## config.mk

```make
export PLATFORM = sky130hd
export DESIGN_NAME = mux4_rr_arbiter_flat
export DESIGN_NICKNAME = d
export VERILOG_FILES = /design/src/rtl/mux4_rr_arbiter_if.sv /design/src/rtl/mux4_rr_arbiter.sv /design/src/flat_wrapper.sv
export SDC_FILE = /design/constraint.sdc
export NUM_CORES = 1
export LEC_CHECK = 0
export ABC_AREA = 1
export BUFFER_PORTS_ARGS = -buffer_cell sky130_fd_sc_hd__buf_2
export CAP_MARGIN = 5
export CORE_MARGIN = 4
export CORE_UTILIZATION = 40
export CTS_CLUSTER_SIZE = 12
export DETAILED_ROUTE_END_ITERATION = 12
export PLACE_DENSITY = 0.73
export SLEW_MARGIN = 20
export SYNTH_ARGS = -nofsm -noshare
export SYNTH_HDL_FRONTEND = slang
export SYNTH_SLANG_ARGS = --single-unit
```

## constraint.sdc

```tcl
create_clock -name clk -period 1.2 [get_ports clk]
set_input_delay 0.24 -clock clk [delete_from_list [all_inputs] [get_ports clk]]
set_output_delay 0.24 -clock clk [all_outputs]
set_load 0.03 [all_outputs]
```

## src/rtl/mux4_rr_arbiter_if.sv

```systemverilog
// Bus bundle for mux4_rr_arbiter: requests and data words in, grant/select/data out.
// master: the requester side (drives req and data, observes grant and out).
// slave : the arbiter side.
interface mux4_rr_arbiter_if;
  logic [3:0] req;
  logic [5:0] in0;
  logic [5:0] in1;
  logic [5:0] in2;
  logic [5:0] in3;
  logic [3:0] grant;
  logic [1:0] sel;
  logic       valid;
  logic [5:0] out;

  modport master (
    output req, in0, in1, in2, in3,
    input  grant, sel, valid, out
  );

  modport slave (
    input  req, in0, in1, in2, in3,
    output grant, sel, valid, out
  );
endinterface

```

## src/rtl/mux4_rr_arbiter.sv

```systemverilog
// Round-robin arbiter sharing one 4:1 6-bit datapath between four requesters.
// Grant, select and valid are registered; out is the selected word gated by valid.
// Optional feature macro: MUX4_ARB_TIMEOUT_EN -- when defined, an owner that has
// held the datapath MAX_HOLD consecutive cycles is preempted if anyone else asks.
module mux4_rr_arbiter #(
  parameter int MAX_HOLD = 8,
  parameter int CNT_W    = 4
) (
  input  logic               clk,
  input  logic               reset,
  mux4_rr_arbiter_if.slave   bus
);

  typedef enum logic [0:0] {
    IDLE = 1'b0,
    BUSY = 1'b1
  } state_t;

  state_t           r_state;
  logic [3:0]       r_grant;
  logic [1:0]       r_sel;
  logic             r_valid;
  logic [1:0]       r_last;
  logic [CNT_W-1:0] r_cnt;

  state_t           w_state_next;
  logic [3:0]       w_grant_next;
  logic [1:0]       w_sel_next;
  logic             w_valid_next;
  logic [1:0]       w_last_next;
  logic [CNT_W-1:0] w_cnt_next;

  logic             w_preempt;
  logic [3:0]       w_cand;
  logic             w_any;
  logic [1:0]       w_idx [4];
  logic [3:0]       w_rot;
  logic [1:0]       w_win;
  logic [CNT_W-1:0] w_cnt_sat;
  logic [5:0]       w_mux;

`ifdef MUX4_ARB_TIMEOUT_EN
  // Owner has used its full hold budget, still wants the bus, and someone else is waiting.
  assign w_preempt = (r_state == BUSY) && bus.req[r_sel] &&
                     (r_cnt == CNT_W'(MAX_HOLD)) && (|(bus.req & ~r_grant));
`else
  assign w_preempt = 1'b0;
`endif

  // On preemption the current owner is excluded; on release its req bit is already low.
  assign w_cand = w_preempt ? (bus.req & ~r_grant) : bus.req;
  assign w_any  = |w_cand;

  // Rotate candidates so position 0 is the requester right after the last winner.
  generate
    for (genvar gi = 0; gi < 4; gi++) begin : g_rot
      assign w_idx[gi] = r_last + 2'(gi + 1);
      assign w_rot[gi] = w_cand[w_idx[gi]];
    end
  endgenerate

  // Pick the first set candidate in rotated order.
  always_comb begin
    w_win = w_idx[3];
    if (w_rot[0])      w_win = w_idx[0];
    else if (w_rot[1]) w_win = w_idx[1];
    else if (w_rot[2]) w_win = w_idx[2];
    else               w_win = w_idx[3];
  end

  assign w_cnt_sat = (r_cnt == CNT_W'(MAX_HOLD)) ? r_cnt : r_cnt + 1'b1;

  // Next-state and next-output decode for the IDLE/BUSY controller.
  always_comb begin
    w_state_next = r_state;
    w_grant_next = r_grant;
    w_sel_next   = r_sel;
    w_valid_next = r_valid;
    w_last_next  = r_last;
    w_cnt_next   = r_cnt;
    unique case (r_state)
      IDLE: begin
        if (w_any) begin
          w_state_next = BUSY;
          w_grant_next = 4'b0001 << w_win;
          w_sel_next   = w_win;
          w_valid_next = 1'b1;
          w_last_next  = w_win;
          w_cnt_next   = CNT_W'(1);
        end
      end
      BUSY: begin
        if (bus.req[r_sel] && !w_preempt) begin
          w_cnt_next = w_cnt_sat;
        end else if (w_any) begin
          // Release or preemption with a waiting requester: hand over with no bubble.
          w_grant_next = 4'b0001 << w_win;
          w_sel_next   = w_win;
          w_valid_next = 1'b1;
          w_last_next  = w_win;
          w_cnt_next   = CNT_W'(1);
        end else begin
          // Released and nobody waiting: go idle, keep sel where it was.
          w_state_next = IDLE;
          w_grant_next = 4'b0000;
          w_valid_next = 1'b0;
          w_cnt_next   = '0;
        end
      end
      default: begin
        w_state_next = IDLE;
      end
    endcase
  end

  // State and output registers; reset wins over everything.
  always_ff @(posedge clk) begin
    if (reset) begin
      r_state <= IDLE;
      r_grant <= 4'b0000;
      r_sel   <= 2'd0;
      r_valid <= 1'b0;
      r_last  <= 2'd3;
      r_cnt   <= '0;
    end else begin
      r_state <= w_state_next;
      r_grant <= w_grant_next;
      r_sel   <= w_sel_next;
      r_valid <= w_valid_next;
      r_last  <= w_last_next;
      r_cnt   <= w_cnt_next;
    end
  end

  // Shared 4:1 datapath driven by the registered select.
  always_comb begin
    unique case (r_sel)
      2'd0:    w_mux = bus.in0;
      2'd1:    w_mux = bus.in1;
      2'd2:    w_mux = bus.in2;
      default: w_mux = bus.in3;
    endcase
  end

  assign bus.grant = r_grant;
  assign bus.sel   = r_sel;
  assign bus.valid = r_valid;
  assign bus.out   = r_valid ? w_mux : 6'd0;

endmodule

```

## src/flat_wrapper.sv

```systemverilog
// flat-port wrapper written by rule: the top's interface ports become plain ports
module mux4_rr_arbiter_flat 
#(
  parameter int MAX_HOLD = 8,
  parameter int CNT_W    = 4
)
  (clk, reset, bus_req, bus_in0, bus_in1, bus_in2, bus_in3, bus_grant, bus_sel, bus_valid, bus_out);
  mux4_rr_arbiter_if bus_i ();
  input  logic clk;
  input  logic reset;
  input wire logic [$bits(bus_i.req)-1:0] bus_req;
  input wire logic [$bits(bus_i.in0)-1:0] bus_in0;
  input wire logic [$bits(bus_i.in1)-1:0] bus_in1;
  input wire logic [$bits(bus_i.in2)-1:0] bus_in2;
  input wire logic [$bits(bus_i.in3)-1:0] bus_in3;
  output wire logic [$bits(bus_i.grant)-1:0] bus_grant;
  output wire logic [$bits(bus_i.sel)-1:0] bus_sel;
  output wire logic [$bits(bus_i.valid)-1:0] bus_valid;
  output wire logic [$bits(bus_i.out)-1:0] bus_out;
  assign bus_i.req = bus_req;
  assign bus_i.in0 = bus_in0;
  assign bus_i.in1 = bus_in1;
  assign bus_i.in2 = bus_in2;
  assign bus_i.in3 = bus_in3;
  assign bus_grant = bus_i.grant;
  assign bus_sel = bus_i.sel;
  assign bus_valid = bus_i.valid;
  assign bus_out = bus_i.out;
  mux4_rr_arbiter #(.MAX_HOLD(MAX_HOLD), .CNT_W(CNT_W)) u_core (.clk(clk), .reset(reset), .bus(bus_i));
endmodule
```

==> flow_metrics.py, run 1 <==
metrics = {
    "run_status": {
        "status": "complete, but fails checks",
        "violations": "setup timing",
    },
    "route": {
        "vias_per_cell": 5.10,
        "drt_wl_total_mm": 3.10,
        "ant_nets": 0,
        "first_pass_iters": 4,
        "wl_met3_um": 274,
        "vias": 1184,
        "routed.top_layer": "met4",
        "drt-met1-wl_mm": 1.15,
        "drt_iter0_drc": 26,
        "drc": 0,
        "wl_per_cell_um": 13.4,
        "route.met2.wl_mm": 1.66,
    },
    "clocking": {
        "root_buffer": "clkbuf_4",
        "cts_htree_levels": 1,
        "clkSlewWorstSetupHoldPaths_ns": 0.06,
        "clock_sinks": 10,
        "cts_tree": "built",
        "cts_buffers": 3,
        "clock_latency_ns": 0.26,
        "cts_max_path_buffers": 2,
    },
    "yosys": {
        "synth_area_leader_cell": "dfxtp_1",
        "synth-seq-area-share_pct": 23.7,
        "postSynthAreaPerCell_um2": 5.79,
        "synth_cell_type_count": 21,
        "synth_nets": 176,
        "synth_top_area_share_pct": 23.7,
        "synth_cells": 146,
        "ys_warn_count": 0,
        "synthTopCellsByArea": "dfxtp_1 (24%), nand2_1 (24%), nand3_1 (10%), inv_1 (8.0%), nand2_2 (5.9%)",
        "netlist_area_um2": 846,
        "ys_seq_elements": 10,
    },
    "die": {
        "rows": 16,
        "io_pins": 43,
        "start_util_pct": 42.7,
        "die_w_um": 54.0,
        "die-area_um2": 2910,
        "die-height_um": 54.0,
        "core_area_um2": 1980,
    },
    "grt": {
        "grt_max_degree": 11,
        "grt.overflow.total": 0,
        "track_usage_pct": 18.9,
        "grt_pass1_wl_mm": 4.09,
        "grt_pass1_vias": 1004,
        "antenna_found_initial": 0,
    },
    "job": {
        "max_cap_violations": 0,
    },
    "timing": {
        "rsz0062_at_grt": "true",
        "tightest_slew_ns": 0.366,
        "setup_viol_count_final": 15,
        "hold_viol": 0,
        "period_needed_ns": 1.62,
        "relSlewSlack_pct": 75.5,
        "fin_ws_ns": -0.416,
        "fin_crit_sh_pct": 135,
        "clock_skew_ns": 0.00271,
        "maxSlewViolCount": 0,
        "max_freq_mhz": 619,
    },
    "final_layout": {
        "multi_input_area_um2": 681,
        "n_fill_cell": 160,
        "fin_cells": 232,
        "fin_area_um2": 1450,
        "layout_commonest_cell": "nand2_1",
        "seq_area_um2": 210,
        "antenna_cells": 0,
        "layout_common_cells": "nand2_1 (39), buf_2 (34), nand2_2 (17)",
        "nets": 236,
        "area_growth_pct": 71.0,
        "drive_gt1_share_pct": 61.0,
    },
    "place": {
        "port_buffers": 42,
        "gp_congestion": 0.777,
        "place_area_um2": 1140,
        "hpwl_mm": 1.88,
        "post-place-cells": 220,
    },
    "setup_path": {
        "endpoint_kind": "output pin",
        "path_class": "reg2out",
        "reg2reg_depth": 12,
        "slowest_stage": "dfxtp_4",
        "cp.arrival_ns": 1.38,
        "crit_chain": "buf_6, o21ai_1, nand3_2, o211ai_1, inv_2, buf_6",
        "worstSetupStartpointType": "flop",
        "cpPeakStageDelay_ns": 0.38,
        "worst-path-max-fanout": 7,
        "cp_common_cell": "buf_6",
        "cp_data_required_time_ns": 0.96,
    },
    "power": {
        "ir_drop_mv": 1.71,
        "cellPowerDensity_nw_per_um2": 2760,
        "p_total_mw": 4.00,
        "leakage_nw": 0.804,
    },
    "worst_hold_path": {
        "whs_path_depth": 2,
        "hp-class": "in2reg",
    },
}
==> cells in the mapped netlist <==
cell and n:
a21oi_1 8, a21oi_2 1, buf_1 1, buf_6 2, clkbuf_1 1, dfxtp_1 10
inv_1 18, inv_2 3, inv_4 1, inv_6 1, nand2_1 53, nand2_2 8
nand2_4 1, nand3_1 17, nand3_2 1, nor2_1 2, nor2_2 1, o211ai_1 6
o21ai_0 9, o21ai_1 1, o21ai_2 1
==> power breakdown <==
part / internal [mW] / switching [mW] / total (mW)
Combinational: 1.23 / 1.84 / 3.07
Clock: 0.128 / 0.108 / 0.237
Sequential: 0.497 / 0.194 / 0.691
Total: 1.85 / 2.14 / 4.00
==> timing repair <==
item                       in CTS  in global routing
hold buffers                    0                  0
gates cloned                    1                  0
setup endpoints to repair      16                 17
pin swaps                       9                 13
gates resized for setup        45                 30
setup buffers                   5                  2
==> kinds of logic (layout without fill, tap and decap cells) <==
| group | after synthesis | in the layout | synth area share (%) |
|---|---|---|---|
| AO/OA/AOI/OAI | 26 | 26 | 18.0 |
| buffers and inverters | 27 | 85 | 14.6 |
| flip-flops | 10 | 10 | 23.7 |
| AND/OR/NAND/NOR | 83 | 84 | 43.6 |
==> routing by layer <==
metal	track usage [%]	vias up
met3	4.71	3
li1	-	586
met1	20.7	541
met4	6.64	0
met5	0	-
met2	34.9	54
==> final timing paths <==
| check | slack, ns | end | from |
|---|---|---|---|
| min | 0.30 | u_core.bus.sel[1]$_SDFFE_PP0P_ | reset |
| min reg2reg | 0.47 | u_core.bus.grant[0]$_SDFFE_PP0P_ | u_core.bus.grant[0]$_SDFFE_PP0P_ |
| max | -0.42 | bus_out[0] | u_core.bus.sel[0]$_SDFFE_PP0P_ |
| max reg2reg | -0.28 | u_core.bus.grant[0]$_SDFFE_PP0P_ | u_core.bus.sel[0]$_SDFFE_PP0P_ |
==> cell type report <==
| cell class | instances | area share [%] |
|---|---|---|
| well taps | 27 | 2.34 |
| flip-flops and latches | 10 | 14.5 |
| inverters | 23 | 7.18 |
| multi-input cells | 110 | 47.1 |
| repair buffers | 58 | 27.1 |
| clock buffers | 4 | 1.82 |
==> state kept, by name (all words and copies together) (netlist names) <==
name and flops:
u_core.r_state 1, u_core.r_last 2, u_core.bus.sel 2, u_core.bus.grant 4, u_core.bus.valid 1
==> metrics by stage <==
step	hold WS [ns]	util, %	setup slack, ns	TNS (ns)
floorplan	0.515	-	-0.100	-0.923
global placement	0.452	57.5	-0.164	-1.38
detailed placement	0.458	57.5	-0.189	-1.75
CTS	0.270	67.2	-0.319	-3.65
global route	0.311	73.0	-0.458	-5.16
finish	0.300	73.0	-0.416	-4.20
==> worst max-delay path: cells and delay by family (launching register included) <==
family,cells,cell delay (ns)
compound gates,2,0.29
buf+inv,3,0.32
flops,1,0.38
simple gates,1,0.12
(Power assumes the default switching activity.)
==> inputs of run 2 (changes only) <==
CORE_UTILIZATION = 28   (was 40)
PLACE_DENSITY = 0.54   (was 0.73)
==> run 2 against run 1 <==
The flow still finishes with violations (setup timing). Worst hold slack improved by 0.026 ns. Cell area increased by 0.26%. Setup slack improved by 0.082 ns. Global-route usage decreased by 4.5 points.
==> flow_metrics.py, run 2 (synthesis gave the netlist of run 1 again) <==
metrics = {
    "run_status": {
        "status": "complete, but fails checks",
        "violations": "setup timing",
    },
    "final_layout": {
        "drive_gt1_share_pct": 58.8,
        "layout_common_cells": "nand2_1 (44), buf_2 (34), nand2_2 (15)",
        "nets": 235,
        "layout_commonest_cell": "nand2_1",
        "largest_reg_flops": 4,
        "area_growth_pct": 71.4,
        "antenna_cells": 0,
    },
    "setup_path": {
        "cp.arrival_ns": 1.29,
        "cp_data_required_time_ns": 0.96,
        "path_class": "reg2out",
        "worst-path-max-fanout": 8,
        "reg2reg_from": "u_core.bus.sel[0]$_SDFFE_PP0P_",
        "worstSetupStartpointType": "flop",
        "endpoint_kind": "output pin",
        "r2r_slack_ns": -0.23,
        "crit_start": "u_core.bus.sel[1]$_SDFFE_PP0P_",
        "reg2reg_to": "u_core.bus.grant[3]$_SDFFE_PP0P_",
        "reg2reg_depth": 11,
    },
    "grt": {
        "track_usage_pct": 14.5,
        "met1_usage_pct": 17.0,
        "grt_pass1_vias": 1174,
        "grt_busiest_layer": "met2",
        "antenna_found_initial": 0,
        "grt_max_degree": 11,
        "grt_pass1_wl_mm": 4.85,
        "grt.overflow.total": 0,
        "grt_util_met2_pct": 26.6,
        "met3_usage_pct": 3.42,
    },
    "route": {
        "wl_per_cell_um": 11.5,
        "vias": 1142,
        "drt_wl_total_mm": 2.71,
        "ant_nets": 0,
        "drt_iter0_drc": 25,
        "vias_per_cell": 4.86,
        "first_pass_iters": 4,
        "drc": 0,
    },
    "clocking": {
        "cts_tree": "built",
        "root_buffer": "clkbuf_4",
        "clock_latency_ns": 0.26,
        "cts.hold.buffers_added": 0,
        "cts_max_path_buffers": 2,
        "cts_htree_levels": 1,
        "clock_sinks": 10,
        "cts_buffers": 3,
        "clkSlewWorstSetupHoldPaths_ns": 0.06,
    },
    "timing": {
        "tightest_slew_ns": 0.309,
        "clock_skew_ns": 0.00165,
        "period_needed_ns": 1.53,
        "max_freq_mhz": 652,
        "rsz0062_at_grt": "true",
        "relSlewSlack_pct": 79.3,
        "setup_viol_count_final": 15,
        "maxSlewViolCount": 0,
        "setup_tns_ns": -3.73,
        "fin_ws_ns": -0.334,
        "hold_viol": 0,
        "fin_crit_sh_pct": 128,
    },
    "worst_hold_path": {
        "hp-class": "in2reg",
        "hold_start": "reset",
        "hold_path_end": "u_core.bus.sel[1]$_SDFFE_PP0P_",
        "whs_path_depth": 2,
    },
    "die": {
        "die_w_um": 63.0,
        "die-area_um2": 3960,
        "io_pins": 43,
        "rows": 19,
        "core_area_um2": 2830,
        "die-height_um": 63.0,
        "start_util_pct": 29.9,
    },
    "power": {
        "ir_drop_mv": 1.29,
        "leakage_nw": 0.781,
        "cellPowerDensity_nw_per_um2": 2710,
    },
    "place": {
        "place_ws_ns": -0.193,
        "hpwl_mm": 1.97,
        "port_buffers": 42,
        "gp_congestion": 0.742,
    },
    "job": {
        "max_cap_violations": 0,
    },
}
run 2: worst max-delay path by stage:
stage,slack [ns],depth (start not counted),end
floorplan,-0.10,12,u_core.bus.grant[2]$_SDFFE_PP0P_
global placement,-0.16,11,u_core.bus.grant[2]$_SDFFE_PP0P_
detailed placement,-0.19,11,u_core.bus.grant[2]$_SDFFE_PP0P_
CTS,-0.33,8,bus_out[0]
global route,-0.44,6,bus_out[3]
finish,-0.33,6,bus_out[3]
run 2: layer usage:
metal	vias to the layer above	part of all wire (%)
li1	585	-
met1	519	41
met2	36	52
met3	2	6.6
met4	0	0.29
met5	-	0
run 2: worst max-delay path, stage by stage (launching register included):
cell and delay [ns]:
dfxtp_4 0.38, buf_12 0.14, o21ai_2 0.15, nand3_2 0.09, o211ai_1 0.09, inv_2 0.05, buf_6 0.13
run 2: where the power goes:
part,switching [mW],leakage [nW],internal [mW]
clock network,0.114,0.0154,0.120
logic,1.74,0.681,1.24
registers,0.203,0.0841,0.506
total,2.06,0.781,1.87
run 2: cell type report:
class	count	area, um^2
inverter	23	101
clock buffer	3	22.5
timing repair buffer	57	397
clock inverter	1	3.75
sequential	10	214
tap	31	38.8
fill	295	1380
multi-input combinational	110	673
run 2: timing repair:
item | CTS | global route
setup buffers | 4 | 1
pin swaps | 7 | 7
setup endpoints to repair | 17 | 17
cloned | 1 | 0
gates resized for setup | 47 | 19
run 2: through the flow:
stage	instance area (um^2)	hold WS (ns)	power, mW	std cells	util, %
after CTS	1370	0.298	3.71	234	48.3
after global placement	1160	0.451	2.90	225	41.2
after global routing	1450	0.327	4.29	235	51.3
final	1450	0.325	3.92	235	51.3
after floorplan	862	0.515	2.31	146	-
after detailed placement	1160	0.459	2.94	225	41.2
